<file path="config.mk">
export PLATFORM = sky130hd
export DESIGN_NAME = uart_tx_arbiter_flat
export DESIGN_NICKNAME = d
export VERILOG_FILES = /design/src/rtl/uart_pkg.sv /design/src/rtl/uart_tx_arbiter_if.sv /design/src/rtl/uart_tx_arbiter_rr_pick.sv /design/src/rtl/uart_tx_arbiter.sv /design/src/flat_wrapper.sv
export SDC_FILE = /design/constraint.sdc
export NUM_CORES = 1
export LEC_CHECK = 0
export CORE_MARGIN = 1
export CORE_UTILIZATION = 46
export CTS_CLUSTER_DIAMETER = 60
export DETAILED_ROUTE_END_ITERATION = 7
export GPL_ROUTABILITY_DRIVEN = 0
export PLACE_DENSITY = 0.86
export SYNTH_ARGS = -nofsm -noshare
export SYNTH_HDL_FRONTEND = slang
export SYNTH_SLANG_ARGS = --single-unit
</file>
<file path="constraint.sdc">
create_clock -name clk -period 4.9 [get_ports clk]
set_clock_uncertainty 0.15 [all_clocks]
set_input_delay 0.49 -clock clk [delete_from_list [all_inputs] [get_ports clk]]
set_output_delay 0.49 -clock clk [all_outputs]
set_load 0.005 [all_outputs]
</file>
<file path="src/rtl/uart_pkg.sv">
`default_nettype none
// +--------------------------------------------------------------------------+
// | uart_pkg : shared types and helpers for the uart_tx_arbiter slice        |
// | Rev 1.0                                                                  |
// +--------------------------------------------------------------------------+
package uart_pkg;

    localparam int STATE_W = 5;
    localparam int CNT_W   = 8;

    typedef enum logic [STATE_W-1:0] {
        ST_IDLE      = 5'b00001,
        ST_ACCEPT    = 5'b00010,
        ST_START     = 5'b00100,
        ST_WAIT_BUSY = 5'b01000,
        ST_WAIT_DONE = 5'b10000
    } state_t;

    function automatic int clog2(input int n);
        int r;
        int v;
        r = 0;
        v = n - 1;
        while (v > 0) begin
            r++;
            v = v >> 1;
        end
        return r;
    endfunction

    // Index width, never zero so a 1-requester build still has a legal vector.
    function automatic int idx_w(input int n);
        return (n > 1) ? clog2(n) : 1;
    endfunction

endpackage
`default_nettype wire

</file>
<file path="src/rtl/uart_tx_arbiter_if.sv">
`default_nettype none
// +--------------------------------------------------------------------------+
// | uart_tx_arbiter_if : requester bundle plus uart_tx start/ready handshake |
// | Rev 1.0                                                                  |
// +--------------------------------------------------------------------------+
interface uart_tx_arbiter_if #(
    parameter int N_REQ = 4
) ();

    logic [N_REQ-1:0]   req_valid;
    logic [8*N_REQ-1:0] req_data;
    logic [N_REQ-1:0]   req_last;
    logic [N_REQ-1:0]   req_ready;
    logic [N_REQ-1:0]   grant;
    logic               tx_start;
    logic [7:0]         tx_data;
    logic               tx_ready;
    logic               timeout_err;

    modport slave (
        input  req_valid, req_data, req_last, tx_ready,
        output req_ready, grant, tx_start, tx_data, timeout_err
    );

    modport master (
        output req_valid, req_data, req_last, tx_ready,
        input  req_ready, grant, tx_start, tx_data, timeout_err
    );

endinterface
`default_nettype wire

</file>
<file path="src/rtl/uart_tx_arbiter_rr_pick.sv">
`default_nettype none
// +--------------------------------------------------------------------------+
// | rr_pick : combinational round-robin picker, first valid at/after pointer |
// | Rev 1.0                                                                  |
// +--------------------------------------------------------------------------+
module rr_pick
    import uart_pkg::*;
#(
    parameter int N_REQ = 4,
    parameter int IDX_W = idx_w(N_REQ)
) (
    input  logic [N_REQ-1:0] req_valid,
    input  logic [IDX_W-1:0] pointer,
    output logic [N_REQ-1:0] winner_oh,
    output logic [IDX_W-1:0] winner_idx,
    output logic             any_valid
);

    logic [IDX_W:0]   sum;
    logic [IDX_W-1:0] cand;

    // pointer < N_REQ, so one conditional subtract is enough to wrap.
    always_comb begin
        winner_oh  = '0;
        winner_idx = '0;
        any_valid  = 1'b0;
        sum        = '0;
        cand       = '0;
        for (int k = 0; k < N_REQ; k++) begin
            sum = {1'b0, pointer} + (IDX_W+1)'(k);
            if (sum >= (IDX_W+1)'(N_REQ)) begin
                sum = sum - (IDX_W+1)'(N_REQ);
            end
            cand = sum[IDX_W-1:0];
            if (!any_valid && req_valid[cand]) begin
                any_valid        = 1'b1;
                winner_idx       = cand;
                winner_oh[cand]  = 1'b1;
            end
        end
    end

endmodule
`default_nettype wire

</file>
<file path="src/rtl/uart_tx_arbiter.sv">
`default_nettype none
// +--------------------------------------------------------------------------+
// | uart_tx_arbiter : round-robin, packet-locked sharing of one uart_tx      |
// | Rev 1.0                                                                  |
// +--------------------------------------------------------------------------+
module uart_tx_arbiter
    import uart_pkg::*;
#(
    parameter int N_REQ       = 4,
    parameter int ACK_TIMEOUT = 16
) (
    input  wire logic          clk,
    input  wire logic          rstn,
    uart_tx_arbiter_if.slave   bus
);

    localparam int IDX_W = idx_w(N_REQ);
    localparam logic [CNT_W-1:0] C_CNT_LAST  = CNT_W'(ACK_TIMEOUT - 1);
    localparam logic [IDX_W-1:0] C_IDX_LAST  = IDX_W'(N_REQ - 1);

    state_t           state_q,     state_d;
    logic [N_REQ-1:0] grant_q,     grant_d;
    logic [N_REQ-1:0] req_ready_q, req_ready_d;
    logic             tx_start_q,  tx_start_d;
    logic [7:0]       tx_data_q,   tx_data_d;
    logic             last_q,      last_d;
    logic             err_q,       err_d;
    logic [IDX_W-1:0] ptr_q,       ptr_d;
    logic [IDX_W-1:0] owner_q,     owner_d;
    logic [CNT_W-1:0] cnt_q,       cnt_d;

    logic [N_REQ-1:0] w_pick_oh;
    logic [IDX_W-1:0] w_pick_idx;
    logic             w_pick_any;
    logic             w_release;

    rr_pick #(
        .N_REQ (N_REQ),
        .IDX_W (IDX_W)
    ) u_rr_pick (
        .req_valid  (bus.req_valid),
        .pointer    (ptr_q),
        .winner_oh  (w_pick_oh),
        .winner_idx (w_pick_idx),
        .any_valid  (w_pick_any)
    );

    always_comb begin
        state_d     = state_q;
        grant_d     = grant_q;
        req_ready_d = '0;
        tx_start_d  = 1'b0;
        tx_data_d   = tx_data_q;
        last_d      = last_q;
        err_d       = err_q;
        ptr_d       = ptr_q;
        owner_d     = owner_q;
        cnt_d       = cnt_q;
        w_release   = 1'b0;

        case (state_q)
            ST_IDLE: begin
                grant_d = '0;
                if (w_pick_any && bus.tx_ready) begin
                    grant_d = w_pick_oh;
                    owner_d = w_pick_idx;
                    state_d = ST_ACCEPT;
                end
            end
            // Owner keeps the lock here for as long as it withholds its next byte.
            ST_ACCEPT: begin
                if (bus.req_valid[owner_q]) begin
                    tx_data_d            = bus.req_data[{owner_q, 3'b000} +: 8];
                    last_d               = bus.req_last[owner_q];
                    req_ready_d[owner_q] = 1'b1;
                    state_d              = ST_START;
                end
            end
            ST_START: begin
                tx_start_d = 1'b1;
                cnt_d      = '0;
                state_d    = ST_WAIT_BUSY;
            end
            // A transmitter that never acknowledges must not wedge the arbiter.
            ST_WAIT_BUSY: begin
                if (!bus.tx_ready) begin
                    state_d = ST_WAIT_DONE;
                end else if (cnt_q == C_CNT_LAST) begin
                    err_d     = 1'b1;
                    w_release = 1'b1;
                end else begin
                    cnt_d = cnt_q + 1'b1;
                end
            end
            ST_WAIT_DONE: begin
                if (bus.tx_ready) begin
                    w_release = 1'b1;
                end
            end
            default: begin
                state_d = ST_IDLE;
                grant_d = '0;
            end
        endcase

        if (w_release) begin
            if (last_q) begin
                ptr_d   = (owner_q == C_IDX_LAST) ? '0 : owner_q + IDX_W'(1);
                grant_d = '0;
                state_d = ST_IDLE;
            end else begin
                state_d = ST_ACCEPT;
            end
        end
    end

    always_ff @(posedge clk or negedge rstn) begin
        if (!rstn) begin
            state_q     <= ST_IDLE;
            grant_q     <= '0;
            req_ready_q <= '0;
            tx_start_q  <= 1'b0;
            tx_data_q   <= 8'h00;
            last_q      <= 1'b0;
            err_q       <= 1'b0;
            ptr_q       <= '0;
            owner_q     <= '0;
            cnt_q       <= '0;
        end else begin
            state_q     <= state_d;
            grant_q     <= grant_d;
            req_ready_q <= req_ready_d;
            tx_start_q  <= tx_start_d;
            tx_data_q   <= tx_data_d;
            last_q      <= last_d;
            err_q       <= err_d;
            ptr_q       <= ptr_d;
            owner_q     <= owner_d;
            cnt_q       <= cnt_d;
        end
    end

    assign bus.grant       = grant_q;
    assign bus.req_ready   = req_ready_q;
    assign bus.tx_start    = tx_start_q;
    assign bus.tx_data     = tx_data_q;
    assign bus.timeout_err = err_q;

endmodule
`default_nettype wire

</file>
<file path="src/flat_wrapper.sv">
// flat-port wrapper written by rule: the top's interface ports become plain ports
module uart_tx_arbiter_flat import uart_pkg::*;
#(
    parameter int N_REQ       = 4,
    parameter int ACK_TIMEOUT = 16
)
  (clk, rstn, bus_req_valid, bus_req_data, bus_req_last, bus_tx_ready, bus_req_ready, bus_grant, bus_tx_start, bus_tx_data, bus_timeout_err);
  uart_tx_arbiter_if #(.N_REQ(N_REQ)) bus_i ();
  input  wire logic clk;
  input  wire logic rstn;
  input wire logic [$bits(bus_i.req_valid)-1:0] bus_req_valid;
  input wire logic [$bits(bus_i.req_data)-1:0] bus_req_data;
  input wire logic [$bits(bus_i.req_last)-1:0] bus_req_last;
  input wire logic [$bits(bus_i.tx_ready)-1:0] bus_tx_ready;
  output wire logic [$bits(bus_i.req_ready)-1:0] bus_req_ready;
  output wire logic [$bits(bus_i.grant)-1:0] bus_grant;
  output wire logic [$bits(bus_i.tx_start)-1:0] bus_tx_start;
  output wire logic [$bits(bus_i.tx_data)-1:0] bus_tx_data;
  output wire logic [$bits(bus_i.timeout_err)-1:0] bus_timeout_err;
  assign bus_i.req_valid = bus_req_valid;
  assign bus_i.req_data = bus_req_data;
  assign bus_i.req_last = bus_req_last;
  assign bus_i.tx_ready = bus_tx_ready;
  assign bus_req_ready = bus_i.req_ready;
  assign bus_grant = bus_i.grant;
  assign bus_tx_start = bus_i.tx_start;
  assign bus_tx_data = bus_i.tx_data;
  assign bus_timeout_err = bus_i.timeout_err;
  uart_tx_arbiter #(.N_REQ(N_REQ), .ACK_TIMEOUT(ACK_TIMEOUT)) u_core (.clk(clk), .rstn(rstn), .bus(bus_i));
endmodule
</file>
# Yosys cells after proc, flatten, opt, wreduce, memory -nomap -nowiden
# Cells that the tools add are included.
# Widths: inputs -> output; s select.
classes:
  add_sub_neg: 9
  n_mul: 0
  div_mod_pow: 0
  n_lt_le_gt_ge: 14
  n_eq_ne: 13
  shifts: 1
  mux: 59
  n_bitwise: 3
  n_reduce_logical: 20
op_table:
  columns: ["operator", "count"]
  rows:
  - ["$mux 4", 9]
  - ["$shiftx 32x6->8", 1]
  - ["$pmux 5 s5", 1]
  - ["$mux 2", 10]
  - ["$mux 5", 4]
  - ["$mux 1", 19]
  - ["$mux 8", 2]
  - ["$pmux 8 s2", 1]
  - ["$lt 2x3->1 const B", 5]
  - ["$bmux 1 s2", 6]
  - ["$or 4x4->4", 3]
  - ["$demux 1 s2", 5]
  - ["$ge 2x1->1 const B", 5]
  - ["$ge 3x3->1 const B", 3]
  - ["$logic_and 1x1->1", 9]
  - ["$add 8x1->8 const B", 1]
  - ["$eq 8x4->1 const B", 1]
  - ["$pmux 4 s2", 1]
  - ["$sub 2x1->2 const B", 4]
  - ["$add 2x2->3 const B", 2]
  - ["$ne 3x1->1 const B", 2]
  - ["$reduce_and 2->1", 3]
  - ["$reduce_and 3->1", 2]
  - ["$eq 5x1->1 const B", 1]
  - ["16 further kinds", 19]
word_totals:
  regBits: 36
  latchBits: 0
  ram_bits: 0
  mem_bits_ro: 0
  in_bits: 43
  wordCells: 129
  mem_count: 0

# Logic depth before layout (Yosys ltp)
# Gate-level depths: netlist of run 1.
logic_depth:
  depth_word: 19
  depth_mapped: 9

# Cells and area by module
# Synthesis of run 1 repeated with hierarchy kept, for this count alone.
unflattened:
  hier_cells: 203
  hier_area_um2: 2334.7
by_module_without_submodules:
  columns: ["module", "instances", "cells_each", "area_each_um2"]
  rows:
  - ["uart_tx_arbiter", 1, 158, 1913.1]
  - ["rr_pick", 1, 45, 421.7]

# Worst setup path before layout of run 1
# Ideal clock, no wire load.
synth_path:
  path_kind: "flip-flop to flip-flop"
  from: "register u_core.ptr_q[0]"
  to: "register u_core.grant_q[2] (netlist: u_core.bus.grant[2])"
  arrival_time_ps: 2228
  setup_slack_ps: 2428
  stages_incl_launch_ff: 9
  path_cell_list: "dfrtp_1 buf_2 inv_1 ha_1 buf_6 mux4_2 o21ai_0 nand2_1 a221oi_2"
synth_between:
  elab_chain_cells: 19
  elab_cells_between_ends: 65
synth_rtl:
  columns: ["element", "line_no", "source"]
  rows:
  - ["start, declared", "uart_tx_arbiter.sv:28", "logic [IDX_W-1:0] ptr_q, ptr_d;"]
  - ["start signal, assigned", "uart_tx_arbiter.sv:137", "ptr_q <= ptr_d;"]
  - ["branches (longest 15 deep; another with $add 2x1->3)", null, null]
  - ["$mux 4 *", "uart_tx_arbiter.sv:64", "if (w_pick_any && bus.tx_ready) begin"]
  - ["$pmux 4 s2 *", "uart_tx_arbiter.sv:61", "case (state_q)"]
  - ["$mux 4", "uart_tx_arbiter.sv:107", "if (last_q) begin"]
  - ["$mux 4 *", "uart_tx_arbiter.sv:106", "if (w_release) begin"]
  - ["net u_core.grant_d[2]", "uart_tx_arbiter.sv:22", "logic [N_REQ-1:0] grant_q, grant_d;"]
  - ["end signal, assigned", "uart_tx_arbiter.sv:131", "grant_q <= grant_d;"]
  - ["end, declared", "uart_tx_arbiter.sv:22", null]
# Mark *: on every way through the listed nets, which the timed path passes. The select of a mux whose other input is x is not followed.
# A chain may end at the register's enable or synchronous reset.

# Worst setup path after layout of run 1
layout_path:
  from: "register u_core.ptr_q[0]"
  to: "register u_core.grant_q[1] (netlist: u_core.bus.grant[1])"
# The elaborated chain is that of the path after synthesis.

==> impl_metrics.tcl, run 1 <==
set metrics [dict create \
    syn_to_final_growth_pct 32.8 \
    min_from "u_core.bus.timeout_err" \
    ys.flop_type "dfrtp_1" \
    cts_tree "yes" \
    postRouteAntennaNets 0 \
    synth-edff-count 0 \
    max_stage_delay_ps 690 \
    intPower_uw 723 \
    clkPwrFrac_pct 19.9 \
    synth_area_leader_cell "dfrtp_1" \
    dpl.cell_count 335 \
    synth.most_common_cell "dfrtp_1" \
    grt_usage_pct 20.5 \
    cts_buffers 5 \
    die-area_mm2 0.00526 \
    avgViaCountPerCell 5.58 \
    rr_startpoint "u_core.ptr_q[0]" \
    nNetsFinal 330 \
    start_util_pct 48.1 \
    vias 1914 \
    grt_pass1_vias 1871 \
    cp_cell_sequence "inv_1 > ha_1 > mux4_2 > o21ai_1 > nand2_1 > a221oi_1" \
    combPwrFrac_pct 39.2 \
    regArea_um2 902 \
    crit_type "flop to flop" \
    clk_pin_slew_ps 80 \
    avgRoutedWirePerCell_um 14.0 \
    yosysWarnings 0 \
    setup_viol 0 \
    final.fill_count 385 \
    fmax_ghz 0.358 \
    p_seq_share_pct 40.9 \
    arrival_ps 2830 \
    reg2reg_to "u_core.bus.grant[1]" \
    grt_overflow 0 \
    async_reset_ff_share_pct 100 \
    fin_area_mm2 0.00304 \
    reg2regPathDepth 6 \
    rows 25 \
    fin_crit_sh_pct 57.0 \
    portBuffers 60 \
    tns_ps 0 \
    synth_cell_types 47 \
    dr.pass1.iters 4 \
    drive_above_1_share_pct 15.2 \
    antenna_found_initial 0 \
    endpoint_kind "flop" \
    cellPowerDensity_mw_per_mm2 360 \
    whs_path_depth 1 \
    relSlewSlack_pct 55.2 \
    cts_hold_buffers 0 \
    grt_pass1_wl_um 8290 \
    hold_violations 0 \
    wirelength_um 4810 \
    r2r_slack_ps 2110 \
    die_w_um 72.5 \
    diodes 0 \
    multi_input_area_mm2 0.00131 \
    syn_avg_cell_area_um2 10.7 \
    grt_max_degree 37 \
    worst_pin_slew_ps 672 \
    clock_latency_ps 300 \
    ir_worst_vdd_uv 228 \
    whs_ps 336 \
    die_y_um 72.5 \
    hpwl_um 3620 \
    synth_top_cells_by_area "dfrtp_1, mux4_2, ha_1" \
    drt_iter0_markers 167 \
    cts_setup_buffers 0 \
    pin_count 61 \
    p_leak_uw 0.00127 \
    cts_buffer_depth 2 \
    critical_path.slowest_cell "dfrtp_1" \
    hold_path_class "flop to flop" \
    maxCapViolations 0 \
    core_area_mm2 0.00475 \
    root_buffer "clkbuf_8" \
    placed_cell_area_mm2 0.00295 \
    power.switching_uw 370 \
    clock_sinks 36 \
    synth_area_mm2 0.00229 \
    synthCells 213 \
    swShare_pct 33.9 \
    drc_errors 0 \
    worstSetupStartpointType "flop" \
    rsz0062_at_grt "false" \
    drv_slew 0 \
    cp.required_ps 4940 \
    period_needed_ps 2790 \
    status "finished clean" \
    hold_end "u_core.bus.timeout_err" \
    synthTopCellsByCount "dfrtp_1, nand2_1, nor2_1" \
    synth_nets 268 \
    seq_area_frac_synth_pct 39.4 \
    ys_seq_elements 36 \
    h-tree-depth 2 \
    final_cell_count_no_fill 343 \
    synth.top_cell.area_share_pct 38.3 \
    postCtsResizedCells 0 \
    crit_fanout 17 \
]
registers in the layout (all words and copies together) (netlist names):
register and cells:
u_core.bus.tx_data 8, u_core.ptr_q 2, u_core.bus.grant 4, u_core.cnt_q 8, u_core.last_q 1, u_core.bus.timeout_err 1, u_core.state_q 5, u_core.owner_q 2
u_core.bus.req_ready 4, u_core.bus.tx_start 1
placed cells by master, fill, tap and decap left out, drive strengths merged, types with 2 or more instances in the layout:
cell type / Yosys / final
mux2: 9 / 9
a21o: 2 / 2
nor2b: 2 / 2
nor3: 3 / 3
nor4: 2 / 2
nand4: 2 / 2
a222oi: 4 / 4
o211ai: 2 / 2
and3: 6 / 6
clkbuf: 1 / 5
nor2: 13 / 13
ha: 12 / 12
nand2: 32 / 32
xnor2: 3 / 3
a21oi: 8 / 8
mux4: 12 / 12
or3: 2 / 2
clkdlybuf4s50: 0 / 60
dfrtp: 35 / 35
clkinvlp: 0 / 2
inv: 12 / 12
o21ai: 15 / 15
nand3: 7 / 7
a221oi: 5 / 5
mux2i: 2 / 2
routing by layer:
metal  global-route usage [%]  part of all wire [%]  vias to the layer above
li1                         -                     -                      921
met1                     25.0                    44                      903
met2                     34.7                    48                       85
met3                     4.31                   6.5                        5
met4                     9.59                   1.5                        0
met5                        0                     0                        -
kinds of logic after synthesis:
family,synth area share (%)
buffers and inverters,3.45
XOR/XNOR,1.53
flip-flops,39.4
AND/OR/NAND/NOR,17.3
adder cells (fa/ha/maj),6.56
multiplexers,17.1
AO/OA/AOI/OAI,14.6
worst max-delay path, delay by kind of cell, from the launching register on:
family	cells	cell delay (ps)
AO/OA/AOI/OAI	2	440
adder cells (fa/ha/maj)	1	490
buffers and inverters	1	210
flip-flops	1	690
multiplexers	1	650
AND/OR/NAND/NOR	1	60
worst max path at each step:
| stage | from | endpoint | slack [ps] | depth (start not counted) |
|---|---|---|---|---|
| 6_report | u_core.ptr_q[0] | u_core.bus.grant[1] | 2110 | 6 |
| 2_1_floorplan | u_core.ptr_q[0] | u_core.bus.grant[2] | 2430 | 8 |
| 3_3_place_gp | u_core.ptr_q[0] | u_core.bus.grant[2] | 2200 | 6 |
| 3_5_place_dp | u_core.ptr_q[0] | u_core.bus.grant[1] | 2120 | 6 |
| 4_1_cts | u_core.ptr_q[0] | u_core.bus.grant[2] | 2100 | 6 |
| 5_1_grt | u_core.ptr_q[0] | u_core.bus.grant[0] | 1850 | 6 |
layout make-up:
class,count,share of cell area (%)
inverter,12,1.48
multi-input combinational,159,43.0
clock buffer,5,2.27
tap,67,2.76
sequential,36,29.7
clock inverter,3,0.783
timing repair buffer,61,20.0
power groups by stage:
stage | combinational (uW) | clock [uW] | sequential, uW
floorplan | 290 | 0 | 419
global placement | 422 | 0 | 452
detailed placement | 430 | 0 | 456
CTS | 432 | 223 | 450
global route | 470 | 231 | 463
finish | 429 | 217 | 448
metrics by stage:
step	setup WS (ps)	total power (uW)	util, %
final	2110	1090	63.9
after global routing	1850	1160	63.9
after CTS	2100	1110	63.9
after detailed placement	2120	885	61.9
after global placement	2200	874	61.9
after floorplan	2430	709	-
Power figures use the tool's default switching activity.
==> inputs of run 2 (changes only) <==
--- a/config.mk
+++ b/config.mk
@@ -6,11 +6,11 @@
 export NUM_CORES = 1
 export LEC_CHECK = 0
 export CORE_MARGIN = 1
-export CORE_UTILIZATION = 46
+export CORE_UTILIZATION = 44
 export CTS_CLUSTER_DIAMETER = 60
 export DETAILED_ROUTE_END_ITERATION = 7
 export GPL_ROUTABILITY_DRIVEN = 0
-export PLACE_DENSITY = 0.86
+export PLACE_DENSITY = 0.87
 export SYNTH_ARGS = -nofsm -noshare
 export SYNTH_HDL_FRONTEND = slang
 export SYNTH_SLANG_ARGS = --single-unit
==> constraint.sdc (replaced) <==
create_clock -name clk -period 2.45 [get_ports clk]
set_clock_uncertainty 0.15 [all_clocks]
set_input_delay 0.245 -clock clk [delete_from_list [all_inputs] [get_ports clk]]
set_output_delay 0.245 -clock clk [all_outputs]
set_load 0.005 [all_outputs]
==> impl_metrics.tcl, run 2 (synthesized netlist as in run 1, its figures left out) <==
set metrics [dict create \
    worst_pin_slew_ps 813 \
    status "finished clean" \
    dr.pass1.iters 4 \
    clk_pin_slew_ps 70 \
    layout_common_cells "clkdlybuf4s50_1, dfrtp_1, nand2_1" \
    cp.required_ps 2490 \
    maxCapViolations 0 \
    relSlewSlack_pct 45.8 \
    rsz0062_at_grt "false" \
    worstSetupStartpointType "flop" \
    max_stage_delay_ps 510 \
    arrival_ps 2290 \
    postRouteAntennaNets 0 \
    p_leak_uw 0.00131 \
    top_layer_used "met4" \
    fin_crit_sh_pct 91.9 \
    post-route-util_pct 63.8 \
    drc_errors 0 \
    reg2reg_to "u_core.bus.grant[2]" \
    p_total_uw 2320 \
    hold_end "u_core.bus.timeout_err" \
    endpoint_kind "flop" \
    crit_fanout 6 \
    final_common_cell "clkdlybuf4s50_1" \
    dr_wl_met2_um 2720 \
    critical_path.slowest_cell "o41ai_2" \
    period_needed_ps 2250 \
    whs_path_depth 1 \
    portBuffers 60 \
    vias 1963 \
    hpwl_um 4040 \
    crit_type "flop to flop" \
    grt_pass1_vias 1916 \
    rows 25 \
    grt_overflow 0 \
    avgRoutedWirePerCell_um 15.3 \
    cellPowerDensity_mw_per_mm2 750 \
    grt_pass1_wl_um 8700 \
    drt_iter0_markers 143 \
    pre_cts_ws_ps 158 \
    ir_worst_vdd_uv 504 \
    die_w_um 74.1 \
    cts_buffer_depth 2 \
    pin_count 61 \
    drv_slew 0 \
    nNetsFinal 336 \
    reg2regPathDepth 6 \
    die_y_um 74.1 \
    hold_path_class "flop to flop" \
    diodes 0 \
    avgViaCountPerCell 5.62 \
    grt_usage_pct 20.9 \
    cts_setup_buffers 0 \
    cts_buffers 5 \
    syn_to_final_growth_pct 35.3 \
    regArea_um2 902 \
    grt_max_degree 37 \
    final.fill_count 377 \
    setup_slack_ps 199 \
    wirelength_um 5340 \
    clock_sinks 36 \
    clock_latency_ps 290 \
    h-tree-depth 2 \
    rr_startpoint "u_core.ptr_q[0]" \
    hold_violations 0 \
    root_buffer "clkbuf_8" \
    postCtsResizedCells 0 \
    min_from "u_core.bus.timeout_err" \
    die-area_mm2 0.00549 \
    drive_above_1_share_pct 16.7 \
    tns_ps 0 \
    multi_input_area_mm2 0.00131 \
    fmax_ghz 0.444 \
    dr_wl_met3_um 419 \
    cts_hold_buffers 1 \
    start_util_pct 47.2 \
    placed_cell_area_mm2 0.00298 \
    r2r_slack_ps 200 \
    wl_met1_um 2170 \
    core_area_mm2 0.00485 \
    cts_tree "yes" \
    antenna_found_initial 0 \
    setup_viol 0 \
    fin_area_mm2 0.00310 \
    cp_cell_sequence "inv_1 > ha_1 > buf_4 > o41ai_2 > a222oi_1 > a221oi_2" \
]
[run 2: worst max-delay path by stage]
stage | from | to | slack (ps) | depth (start not counted)
6_report | u_core.ptr_q[0] | u_core.bus.grant[2] | 200 | 6
3_3_place_gp | bus_req_valid[3] | u_core.bus.grant[2] | 240 | 6
3_5_place_dp | bus_req_valid[3] | u_core.bus.grant[2] | 160 | 6
2_1_floorplan | u_core.ptr_q[0] | u_core.bus.grant[2] | 20 | 8
5_1_grt | u_core.ptr_q[0] | u_core.bus.grant[2] | 130 | 6
4_1_cts | u_core.ptr_q[0] | u_core.bus.grant[2] | 230 | 6
[run 2: critical path, delay by kind of cell (launching register included)]
kind | cells | cell delay [ps]
adder cells (fa/ha/maj) | 1 | 280
buffers and inverters | 2 | 310
AO/OA/AOI/OAI | 3 | 1030
flip-flops | 1 | 380
[run 2: per-stage QoR]
| stage | hold slack (ps) | std cells |
|---|---|---|
| final | 342 | 349 |
| after global routing | 364 | 349 |
| after CTS | 355 | 349 |
| after detailed placement | 232 | 340 |
| after global placement | 224 | 340 |
| after floorplan | -201 | 213 |
[run 2: per-layer routing]
layer / vias up / GRT usage [%]
met5: - / 0
met4: 0 / 3.42
met3: 4 / 6.50
met2: 85 / 36.7
met1: 941 / 25.8
li1: 933 / -
[run 2: power breakdown]
group          switching (uW)  total [uW]  internal, uW
combinational             432         974           542
sequential                102         833           731
clock                     213         515           302
total                     747        2320          1580
[run 2: area by class of cell]
cell class | count | share of cell area [%]
multi-input cells | 159 | 42.2
repair buffers | 67 | 21.0
inverters | 12 | 1.46
flip-flops and latches | 36 | 29.1
clock inverters | 2 | 1.13
well taps | 67 | 2.71
clock buffers | 6 | 2.34
